==> src/rtl/date_entry_if.sv <==
// Keypad date-entry bus: control inputs, loaded date, status and BCD echo digits.
// Latency: none (wires only).
// Backpressure: none; the key strobe is edge-detected by the consumer.
//
// Ports (modports):
//   master : drives start/key_stb/key_code, observes all outputs.
//   slave  : the date_entry core; consumes control, drives date/status/echo.
interface date_entry_if;
  logic       start;
  logic       key_stb;
  logic [3:0] key_code;
  logic [6:0] year;
  logic [6:0] month;
  logic [6:0] day;
  logic       load_ok;
  logic       load_err;
  logic       busy;
  logic [2:0] pos;
  logic [3:0] e_y10;
  logic [3:0] e_y1;
  logic [3:0] e_m10;
  logic [3:0] e_m1;
  logic [3:0] e_d10;
  logic [3:0] e_d1;

  modport master (
    output start, key_stb, key_code,
    input  year, month, day, load_ok, load_err, busy, pos,
    input  e_y10, e_y1, e_m10, e_m1, e_d10, e_d1
  );

  modport slave (
    input  start, key_stb, key_code,
    output year, month, day, load_ok, load_err, busy, pos,
    output e_y10, e_y1, e_m10, e_m1, e_d10, e_d1
  );
endinterface

==> src/rtl/date_entry.sv <==
// Six-digit YYMMDD keypad entry with validation and load of a held date register.
// Latency: a key takes effect at the edge it is detected; LOAD_OK/LOAD_ERR pulse
//          for the one RESULT cycle, two cycles after the strobe of the 6th digit.
// Backpressure: none; key events outside ENTRY are dropped, START only seen in IDLE.
//
// Ports:
//   clk_i   : system clock, rising edge.
//   reset_i : synchronous active-high reset.
//   bus     : date_entry_if.slave (start, key strobe/code in; date, pulses,
//             busy, pos and BCD echo digits out).
module date_entry (
  input  logic         clk_i,
  input  logic         reset_i,
  date_entry_if.slave  bus
);

  typedef enum logic [1:0] {
    IDLE   = 2'd0,
    ENTRY  = 2'd1,
    CHECK  = 2'd2,
    RESULT = 2'd3
  } state_t;

  localparam logic [3:0] KEY_CLEAR = 4'hA;
  localparam logic [3:0] KEY_ABORT = 4'hB;
  localparam int         NDIG      = 6;

  state_t     state_q, state_d;
  logic       key_last_q;
  logic [2:0] pos_q, pos_d;
  // Echo digits in entry order: y10, y1, m10, m1, d10, d1.
  logic [3:0] dig_q [NDIG];
  logic [3:0] dig_d [NDIG];
  logic [6:0] year_q, year_d;
  logic [6:0] month_q, month_d;
  logic [6:0] day_q, day_d;
  logic       load_ok_q, load_ok_d;
  logic       load_err_q, load_err_d;

  logic       key_evt;
  logic       key_is_digit;
  logic [6:0] y_bin, m_bin, d_bin;
  logic [6:0] max_day;
  logic       date_valid;

  // One event per strobe rising edge, however long the strobe is held.
  assign key_evt      = bus.key_stb & ~key_last_q;
  assign key_is_digit = (bus.key_code <= 4'd9);

  // Digits are only ever 0-9, so each two-digit value is at most 99.
  assign y_bin = 7'(dig_q[0]) * 7'd10 + 7'(dig_q[1]);
  assign m_bin = 7'(dig_q[2]) * 7'd10 + 7'(dig_q[3]);
  assign d_bin = 7'(dig_q[4]) * 7'd10 + 7'(dig_q[5]);

  // No leap years: February is always 28 days.
  always_comb begin
    max_day = 7'd31;
    case (m_bin)
      7'd2:                        max_day = 7'd28;
      7'd4, 7'd6, 7'd9, 7'd11:     max_day = 7'd30;
      default:                     max_day = 7'd31;
    endcase
  end

  assign date_valid = (y_bin != 7'd0) &&
                      (m_bin >= 7'd1) && (m_bin <= 7'd12) &&
                      (d_bin >= 7'd1) && (d_bin <= max_day);

  always_comb begin
    state_d    = state_q;
    pos_d      = pos_q;
    dig_d      = dig_q;
    year_d     = year_q;
    month_d    = month_q;
    day_d      = day_q;
    load_ok_d  = 1'b0;
    load_err_d = 1'b0;

    case (state_q)
      IDLE: begin
        if (bus.start) begin
          state_d = ENTRY;
          pos_d   = 3'd0;
          for (int i = 0; i < NDIG; i++) dig_d[i] = 4'd0;
        end
      end

      ENTRY: begin
        if (key_evt) begin
          if (key_is_digit) begin
            for (int i = 0; i < NDIG; i++) begin
              if (pos_q == 3'(i)) dig_d[i] = bus.key_code;
            end
            pos_d = pos_q + 3'd1;
            if (pos_q == 3'(NDIG - 1)) state_d = CHECK;
          end else if (bus.key_code == KEY_CLEAR) begin
            pos_d = 3'd0;
            for (int i = 0; i < NDIG; i++) dig_d[i] = 4'd0;
          end else if (bus.key_code == KEY_ABORT) begin
            // Echo digits are kept for display; only the entry is dropped.
            state_d = IDLE;
            pos_d   = 3'd0;
          end
          // 4'hC-4'hF fall through unchanged.
        end
      end

      CHECK: begin
        state_d = RESULT;
        if (date_valid) begin
          year_d    = y_bin;
          month_d   = m_bin;
          day_d     = d_bin;
          load_ok_d = 1'b1;
        end else begin
          load_err_d = 1'b1;
        end
      end

      RESULT: begin
        state_d = IDLE;
        pos_d   = 3'd0;
      end

      default: begin
        state_d = IDLE;
        pos_d   = 3'd0;
      end
    endcase
  end

  always_ff @(posedge clk_i) begin
    if (reset_i) begin
      state_q    <= IDLE;
      key_last_q <= 1'b0;
      pos_q      <= 3'd0;
      for (int i = 0; i < NDIG; i++) dig_q[i] <= 4'd0;
      year_q     <= 7'd20;
      month_q    <= 7'd12;
      day_q      <= 7'd15;
      load_ok_q  <= 1'b0;
      load_err_q <= 1'b0;
    end else begin
      state_q    <= state_d;
      key_last_q <= bus.key_stb;
      pos_q      <= pos_d;
      for (int i = 0; i < NDIG; i++) dig_q[i] <= dig_d[i];
      year_q     <= year_d;
      month_q    <= month_d;
      day_q      <= day_d;
      load_ok_q  <= load_ok_d;
      load_err_q <= load_err_d;
    end
  end

  assign bus.year     = year_q;
  assign bus.month    = month_q;
  assign bus.day      = day_q;
  assign bus.load_ok  = load_ok_q;
  assign bus.load_err = load_err_q;
  assign bus.busy     = (state_q != IDLE);
  assign bus.pos      = pos_q;
  assign bus.e_y10    = dig_q[0];
  assign bus.e_y1     = dig_q[1];
  assign bus.e_m10    = dig_q[2];
  assign bus.e_m1     = dig_q[3];
  assign bus.e_d10    = dig_q[4];
  assign bus.e_d1     = dig_q[5];

endmodule
==> src/flat_wrapper.sv <==
// flat-port wrapper written by rule: the top's interface ports become plain ports
module date_entry_flat 
  (clk_i, reset_i, bus_start, bus_key_stb, bus_key_code, bus_year, bus_month, bus_day, bus_load_ok, bus_load_err, bus_busy, bus_pos, bus_e_y10, bus_e_y1, bus_e_m10, bus_e_m1, bus_e_d10, bus_e_d1);
  date_entry_if bus_i ();
  input  logic clk_i;
  input  logic reset_i;
  input wire logic [$bits(bus_i.start)-1:0] bus_start;
  input wire logic [$bits(bus_i.key_stb)-1:0] bus_key_stb;
  input wire logic [$bits(bus_i.key_code)-1:0] bus_key_code;
  output wire logic [$bits(bus_i.year)-1:0] bus_year;
  output wire logic [$bits(bus_i.month)-1:0] bus_month;
  output wire logic [$bits(bus_i.day)-1:0] bus_day;
  output wire logic [$bits(bus_i.load_ok)-1:0] bus_load_ok;
  output wire logic [$bits(bus_i.load_err)-1:0] bus_load_err;
  output wire logic [$bits(bus_i.busy)-1:0] bus_busy;
  output wire logic [$bits(bus_i.pos)-1:0] bus_pos;
  output wire logic [$bits(bus_i.e_y10)-1:0] bus_e_y10;
  output wire logic [$bits(bus_i.e_y1)-1:0] bus_e_y1;
  output wire logic [$bits(bus_i.e_m10)-1:0] bus_e_m10;
  output wire logic [$bits(bus_i.e_m1)-1:0] bus_e_m1;
  output wire logic [$bits(bus_i.e_d10)-1:0] bus_e_d10;
  output wire logic [$bits(bus_i.e_d1)-1:0] bus_e_d1;
  assign bus_i.start = bus_start;
  assign bus_i.key_stb = bus_key_stb;
  assign bus_i.key_code = bus_key_code;
  assign bus_year = bus_i.year;
  assign bus_month = bus_i.month;
  assign bus_day = bus_i.day;
  assign bus_load_ok = bus_i.load_ok;
  assign bus_load_err = bus_i.load_err;
  assign bus_busy = bus_i.busy;
  assign bus_pos = bus_i.pos;
  assign bus_e_y10 = bus_i.e_y10;
  assign bus_e_y1 = bus_i.e_y1;
  assign bus_e_m10 = bus_i.e_m10;
  assign bus_e_m1 = bus_i.e_m1;
  assign bus_e_d10 = bus_i.e_d10;
  assign bus_e_d1 = bus_i.e_d1;
  date_entry u_core (.clk_i(clk_i), .reset_i(reset_i), .bus(bus_i));
endmodule
==> config.mk <==
export PLATFORM = sky130hd
export DESIGN_NAME = date_entry_flat
export DESIGN_NICKNAME = d
export VERILOG_FILES = /design/src/rtl/date_entry_if.sv /design/src/rtl/date_entry.sv /design/src/flat_wrapper.sv
export SDC_FILE = /design/constraint.sdc
export NUM_CORES = 1
export LEC_CHECK = 0
export ABC_AREA = 1
export BUFFER_PORTS_ARGS = -buffer_cell sky130_fd_sc_hd__buf_2
export CELL_PAD_IN_SITES_DETAIL_PLACEMENT = 1
export CELL_PAD_IN_SITES_GLOBAL_PLACEMENT = 1
export CORE_ASPECT_RATIO = 0.9
export CORE_MARGIN = 2
export CORE_UTILIZATION = 34
export CTS_CLUSTER_SIZE = 28
export DETAILED_ROUTE_END_ITERATION = 8
export PLACE_DENSITY = 0.74
export SLEW_MARGIN = 20
export SYNTH_ARGS = -nofsm -noshare
export SYNTH_HDL_FRONTEND = slang
export SYNTH_SLANG_ARGS = --single-unit
==> constraint.sdc <==
create_clock -name clk_i -period 3.8 [get_ports clk_i]
set_input_delay 0.38 -clock clk_i [delete_from_list [all_inputs] [get_ports clk_i]]
set_output_delay 0.38 -clock clk_i [all_outputs]
set_load 0.05 [all_outputs]
==> results of run 1 <==
-- per-layer routing --
| layer | part of all wire [%] | wire length (um) | vias up |
|---|---|---|---|
| li1 | - | - | 1500 |
| met3 | 2.8 | 231 | 9 |
| met4 | 1.2 | 97 | 0 |
| met1 | 47 | 3910 | 1379 |
| met2 | 49 | 4070 | 41 |
| met5 | 0 | 0 | - |
-- flip-flops by register name, summed over array words and instances (netlist names), 3 cells and up, named ones only --
| register | cells |
|---|---|
| u_core.bus.pos | 3 |
| u_core.bus.e_y1 | 4 |
| u_core.bus.e_m10 | 4 |
| u_core.bus.day | 7 |
| u_core.bus.e_d1 | 4 |
| u_core.bus.year | 7 |
| u_core.bus.e_m1 | 4 |
| u_core.bus.e_y10 | 4 |
| u_core.bus.month | 7 |
| u_core.bus.e_d10 | 4 |
-- how the worst max path moves through the flow --
stage / slack, ns / from / endpoint
floorplan: 0.13 / u_core.bus.e_m10[3] / u_core.bus.day[0]
global placement: 0.38 / u_core.bus.e_m10[3] / u_core.bus.year[1]
detailed placement: 0.24 / u_core.bus.e_m10[3] / u_core.bus.year[1]
CTS: 0.20 / u_core.bus.e_m10[3] / u_core.bus.year[3]
global route: 0.01 / u_core.bus.e_m10[1] / u_core.bus.year[3]
finish: 0.31 / u_core.bus.e_m10[3] / u_core.bus.year[3]
-- critical path: cells and delay by family (launching register included) --
family	cells	cell delay (ns)
simple gates	16	1.33
flops	1	0.36
fa+ha+maj	4	1.28
compound gates	2	0.28
buf+inv	1	0.18
-- layout make-up --
| class | count | area share [%] |
|---|---|---|
| repair buffers | 65 | 10.3 |
| clock buffers | 7 | 2.39 |
| flip-flops and latches | 53 | 29.4 |
| well taps | 119 | 4.11 |
| inverters | 64 | 6.64 |
| clock inverters | 1 | 0.830 |
| multi-input cells | 298 | 46.4 |
-- cells in the mapped netlist (2+ instances only) --
cell type,instances,area [um^2]
ha_1,26,325
inv_2,2,7.51
o21ai_0,30,150
fa_1,6,120
inv_1,61,229
a21oi_1,35,175
xnor2_1,2,17.5
o211ai_1,2,15.0
a211oi_1,2,15.0
dfxtp_1,53,1060
clkbuf_1,6,22.5
nand2_1,89,334
nand4_1,13,81.3
nor2_1,44,165
buf_2,3,15.0
o21ai_1,2,10.0
buf_4,4,30.0
nand3_1,35,175
nor3_1,3,15.0
xor2_1,2,17.5
-- cell families after synthesis --
family | synth area share [%]
AOI/OAI and AO/OA | 12.5
adders and majority gates | 14.6
buffers and inverters | 10.6
xor gates and xnor gates | 1.15
DFF | 34.7
and+or+nand+nor | 26.5
-- metrics by stage --
step | total power [mW] | cell area [um^2] | hold slack, ns | utilization, %
6_report | 1.73 | 3620 | 0.283 | 41.8
3_5_place_dp | 1.33 | 3470 | 0.428 | 40.1
3_3_place_gp | 1.31 | 3470 | 0.427 | 40.1
2_1_floorplan | 1.16 | 3060 | 0.489 | -
4_1_cts | 1.75 | 3580 | 0.284 | 41.4
5_1_grt | 1.87 | 3620 | 0.307 | 41.8
-- power by group --
| part | internal [mW] | switching (mW) |
|---|---|---|
| sequential | 0.597 | 0.0488 |
| combinational | 0.202 | 0.476 |
| clock | 0.215 | 0.192 |
| total | 1.02 | 0.716 |
-- timing repair --
action	4_1_cts	5_1_grt
hold buffers	0	0
setup buffers	0	0
setup endpoints to repair	0	14
endpoints found under the hold margin	0	0
gates resized for setup	0	3
==> metrics.csv, run 1 <==
stage,metric,value,unit
outcome,outcome,"finished, final reports clean",
synth,synthArstFlopShare,0,%
timing,max_freq,0.286,GHz
worst_setup_path,rr_worst_depth,23,
routing,wl,8310,um
flow_run,max-cap-violations,0,
routing,post_drt_wl_per_cell,13.7,um
routing,drtAntennaViolNets,0,
layout,final_nets,527,
pwr,irDropWorstVdd,0.000201,V
worst_setup_path,cp_slowest_cell,fa_1,
global_routing,grt_pass1_wl,14500,um
synth,ys_warn_count,0,
synth,synth-edff-count,0,
synth,ys_types,30,
place,port_buffers,58,
worst_setup_path,required,4.05,ns
timing,hold_viol,0,
global_routing,busiest_layer,met2,
layout,final_cells,607,
global_routing,use_met3,2.70,%
timing,rsz0062_at_grt,no,
layout,diodes,0,
global_routing,overflow,0,
clocking,cts.sinks,53,
place,post-place-ws,0.244,ns
worst_setup_path,critPathMaxStageDelay,0.52,ns
global_routing,antenna_found_initial,0,
floorplanning,dieArea,9760,um^2
floorplanning,die_width,104,um
routing,vias,2929,
worst_setup_path,reg2reg_slack,0.31,ns
floorplanning,io_pins,59,
routing,viasPerCell,4.83,
worst_setup_path,crit_path_end_kind,flip-flop,
timing,fin_crit,3.49,ns
layout,layout-drive-gt1-share,16.4,%
synth,synth_nets,470,
floorplanning,start_util,35.3,%
global_routing,grtUsageMet1,22.0,%
clocking,clock-root-buffer,clkbuf_8,
worst_setup_path,crit_chain,ha_1 -> ha_1 -> fa_1 -> nand2_1 -> nor2_1 -> nand2_1 -> nand3_1 -> nand2_1 -> nor2_1 -> nand2_1 -> a31o_2 -> ha_1 -> a21oi_1 -> nand2_1 -> nor2_1 -> nand3_1 -> nand3_1 -> nor2_2 -> nand3_2 -> buf_12 -> nand2_1 -> nand2_1 -> nor2_1,
hold_path,worstHoldPathCells,3,
clocking,clkTransAtPathRegs,0.09,ns
floorplanning,coreArea,8650,um^2
routing,drc,0,
timing,worstMarginPinSlew,1.03,ns
worst_setup_path,critPathMaxFanout,15,
worst_setup_path,cp.arrival,3.74,ns
clocking,cts-buffers-inserted,5,
synth,synthFlopType,dfxtp_1,
floorplanning,fp-row-count,32,
timing,slew_violations,0,
hold_path,hold_path_end,u_core.key_last_q,
layout,fillers,1148,
worst_setup_path,worstReg2RegEnd,u_core.bus.year[3],
timing,setup-tns-final,0,ns
synth,syn_inst,430,
global_routing,grt_max_degree,41,
global_routing,grt_pass1_vias,3090,
timing,final.period_utilization,91.9,%
layout,seq_area,1060,um^2
worst_setup_path,critPathLaunchType,flip-flop,
clocking,cts_tree,done,
timing,setup_ws,0.308,ns
pwr,power_leakage,1.92,nW
timing,slew-limit-headroom,30.6,%
worst_setup_path,worstReg2RegStart,u_core.bus.e_m10[3],
hold_path,hold_class,in -> reg,
synth,avgSynthCellArea,7.11,um^2
worst_setup_path,path_class,reg -> reg,
worst_setup_path,path_common_cell,nand2_1,
synth,yosysSeqAreaShare,34.7,%
place,dp.final_hpwl,6450,um
layout,multiInputGateArea,1680,um^2
layout,area_growth,18.4,%
routing,drt-pass1-iter-count,4,
timing,fin_skew,0.00693,ns
routing,drtIter0Drc,57,
pwr,powerDensity,478,nW/um^2
global_routing,use_met2,33.3,%
place,gp_congestion,0.878,
synth,synth_area,3060,um^2
floorplanning,die_y,93.9,um
global_routing,grtUsageTotal,18.0,%
layout,final_common_cell,nand2_1,
clocking,cts_buffer_depth,2,
timing,finalSetupViolCount,0,
clocking,clock_latency,0.31,ns
synth,ys_seq_elements,53,
hold_path,hold_start,bus_key_stb,
clocking,cts_htree_levels,2,
place,place_inst,598,
layout,layout_common_cells,"nand2_1, inv_1, buf_2",
Note: power is estimated with default switching activity, not from simulation.
==> inputs of run 2 (changes only) <==
RECOVER_POWER = 25   (was not set)
==> metrics.csv, run 2 (synthesized netlist as in run 1, its figures left out) <==
stage,metric,value,unit,change
worst_setup_path,crit_chain,ha_1 -> ha_1 -> fa_1 -> nand2_1 -> nor2_1 -> nand2_1 -> nand3_1 -> nand2_1 -> nor2_1 -> nand2_1 -> a31o_2 -> ha_1 -> a21oi_1 -> nand2_1 -> nor2_1 -> nand3_1 -> nand3_1 -> nor2_2 -> nand3_2 -> buf_12 -> nand2_1 -> nand2_1 -> nor2_1,,unchanged
clocking,cts_tree,done,,unchanged
global_routing,grt_max_degree,41,,unchanged
worst_setup_path,cp.arrival,3.74,ns,about the same
worst_setup_path,rr_worst_depth,23,,unchanged
timing,setup-tns-final,0,ns,unchanged
floorplanning,dieArea,9760,um^2,unchanged
clocking,clock-root-buffer,clkbuf_8,,unchanged
worst_setup_path,critPathMaxStageDelay,0.52,ns,about the same
worst_setup_path,reg2reg_slack,0.32,ns,was 0.31 ns
layout,final_common_cell,nand2_1,,unchanged
worst_setup_path,path_common_cell,nand2_1,,unchanged
pwr,powerDensity,482,nW/um^2,was 478 nW/um^2
pwr,netSwitchingPower,716,uW,about the same
routing,m1WireLength,3970,um,was 3910 um
routing,routed.top_layer,met4,,unchanged
pwr,power.share.clock,23.6,%,was 23.5%
layout,final_nets,527,,unchanged
place,dp.final_hpwl,6450,um,unchanged
hold_path,worstHoldPathCells,3,,unchanged
routing,viasPerCell,4.84,,was 4.83
worst_setup_path,worstReg2RegStart,u_core.bus.e_m10[1],,was u_core.bus.e_m10[3]
worst_setup_path,critPathLaunchType,flip-flop,,unchanged
routing,wl,8340,um,was 8310 um
layout,diodes,0,,unchanged
timing,rsz0062_at_grt,no,,unchanged
floorplanning,fp-row-count,32,,unchanged
pwr,power_frac_seq,37.4,%,was 37.3%
place,port_buffers,58,,unchanged
pwr,irDropWorstVdd,0.000201,V,about the same
flow_run,max-cap-violations,0,,unchanged
routing,drt-pass1-iter-count,4,,unchanged
clocking,clkTransAtPathRegs,0.10,ns,was 0.09 ns
pwr,p_int,1.01,mW,was 1.02 mW
clocking,cts.sinks,53,,unchanged
global_routing,antenna_found_initial,0,,unchanged
worst_setup_path,path_delay_family,simple AND/OR/NAND/NOR gates,,unchanged
timing,fin_skew,0.00719,ns,was 0.00693 ns
outcome,outcome,"finished, final reports clean",,unchanged
place,gp_congestion,0.878,,unchanged
floorplanning,die_y,93.9,um,unchanged
pwr,report.power.total,1.73,mW,about the same
clocking,cts_htree_levels,2,,unchanged
timing,worstMarginPinSlew,1.03,ns,about the same
global_routing,grtUsageTotal,18.0,%,unchanged
routing,route.met3.wl,222,um,was 231 um
floorplanning,start_util,35.3,%,unchanged
worst_setup_path,cp_slowest_cell,fa_1,,unchanged
timing,max_freq,0.287,GHz,was 0.286 GHz
worst_setup_path,critPathBufInv,1,,unchanged
clocking,ctsHoldBuffers,0,,unchanged
timing,final.period_utilization,91.7,%,was 91.9%
timing,finalSetupViolCount,0,,unchanged
global_routing,grt_pass1_wl,14500,um,unchanged
hold_path,hold_start,bus_key_stb,,unchanged
pwr,p_comb_share,39.1,%,was 39.2%
layout,layout_common_cells,"nand2_1, inv_1, dfxtp_1",,"was nand2_1, inv_1, buf_2"
routing,drc,0,,unchanged
routing,drtAntennaViolNets,0,,unchanged
global_routing,overflow,0,,unchanged
worst_setup_path,critPathMaxFanout,15,,unchanged
worst_setup_path,worstReg2RegEnd,u_core.bus.year[3],,unchanged
timing,hold_viol,0,,unchanged
clocking,cts-buffers-inserted,5,,unchanged
hold_path,hold_path_end,u_core.key_last_q,,unchanged
pwr,p_sw_share,41.4,%,about the same
floorplanning,coreArea,8650,um^2,unchanged
routing,post_drt_wl_per_cell,13.7,um,about the same
clocking,cts_buffer_depth,2,,unchanged
clocking,clock_latency,0.31,ns,about the same
timing,slew-limit-headroom,31.1,%,was 30.6%
worst_setup_path,required,4.05,ns,about the same
routing,vias,2936,,was 2929
timing,fin_crit,3.48,ns,was 3.49 ns
floorplanning,io_pins,59,,unchanged
global_routing,grt_pass1_vias,3090,,unchanged
timing,slew_violations,0,,unchanged
routing,drtIter0Drc,55,,was 57
worst_setup_path,path_class,reg -> reg,,unchanged
routing,met2WireLength,4050,um,was 4070 um
pwr,power_leakage,1.83,nW,was 1.92 nW
layout,fillers,1158,,was 1148
worst_setup_path,crit_path_end_kind,flip-flop,,unchanged
layout,layout-drive-gt1-share,11.1,%,was 16.4%
layout,area_growth,17.4,%,was 18.4%
floorplanning,die_width,104,um,unchanged
hold_path,hold_class,in -> reg,,unchanged
[run 2: what timing repair did]
action / CTS / global route
buffers inserted: 0 / 0
resized for setup: 0 / 3
setup endpoints to repair: 0 / 14
endpoints found under the hold margin: 0 / 0
[run 2: worst max path at each step]
stage                        startpoint                 end  slack, ns  depth (start not counted)
floorplan           u_core.bus.e_m10[3]   u_core.bus.day[0]       0.13                         23
detailed placement  u_core.bus.e_m10[3]  u_core.bus.year[1]       0.24                         23
CTS                 u_core.bus.e_m10[3]  u_core.bus.year[3]       0.20                         23
finish              u_core.bus.e_m10[1]  u_core.bus.year[3]       0.32                         23
global placement    u_core.bus.e_m10[3]  u_core.bus.year[1]       0.38                         23
global route        u_core.bus.e_m10[1]  u_core.bus.year[3]       0.01                         23
[run 2: cell type report]
type / count / area (um^2) / share of cell area [%]
clock buffer: 7 / 86.3 / 2.41
clock inverter: 1 / 30.0 / 0.837
inverter: 64 / 240 / 6.70
multi-input combinational: 298 / 1680 / 46.8
sequential: 53 / 1060 / 29.6
tap: 119 / 149 / 4.15
timing repair buffer: 65 / 340 / 9.49
[run 2: worst reg2reg max path, delay by kind of cell (launching register included)]
kind	cells	cell delay (ns)
adder cells (fa/ha/maj)	4	1.30
flip-flops	1	0.34
AO/OA/AOI/OAI	2	0.28
AND/OR/NAND/NOR	16	1.33
buffers and inverters	1	0.18
[run 2: power by group through the flow]
stage / combinational, mW / sequential, mW / clock [mW]
4_1_cts: 0.678 / 0.647 / 0.420
3_5_place_dp: 0.673 / 0.659 / 0
2_1_floorplan: 0.393 / 0.768 / 0
5_1_grt: 0.763 / 0.654 / 0.448
3_3_place_gp: 0.654 / 0.658 / 0
6_report: 0.676 / 0.646 / 0.408
[run 2: routing by layer]
metal / GRT usage (%) / vias up
li1: - / 1501
met1: 22.0 / 1385
met2: 33.3 / 41
met3: 2.70 / 9
met4: 4.73 / 0
met5: 0 / -
[run 2: through the flow]
step	std cells	utilization, %	cell area [um^2]	worst slack, ns	hold WS (ns)
4_1_cts	606	41.4	3580	0.201	0.284
3_5_place_dp	598	40.1	3470	0.244	0.428
2_1_floorplan	430	-	3060	0.128	0.489
6_report	607	41.5	3590	0.317	0.281
5_1_grt	607	41.5	3590	0.0145	0.307
3_3_place_gp	598	40.1	3470	0.383	0.427
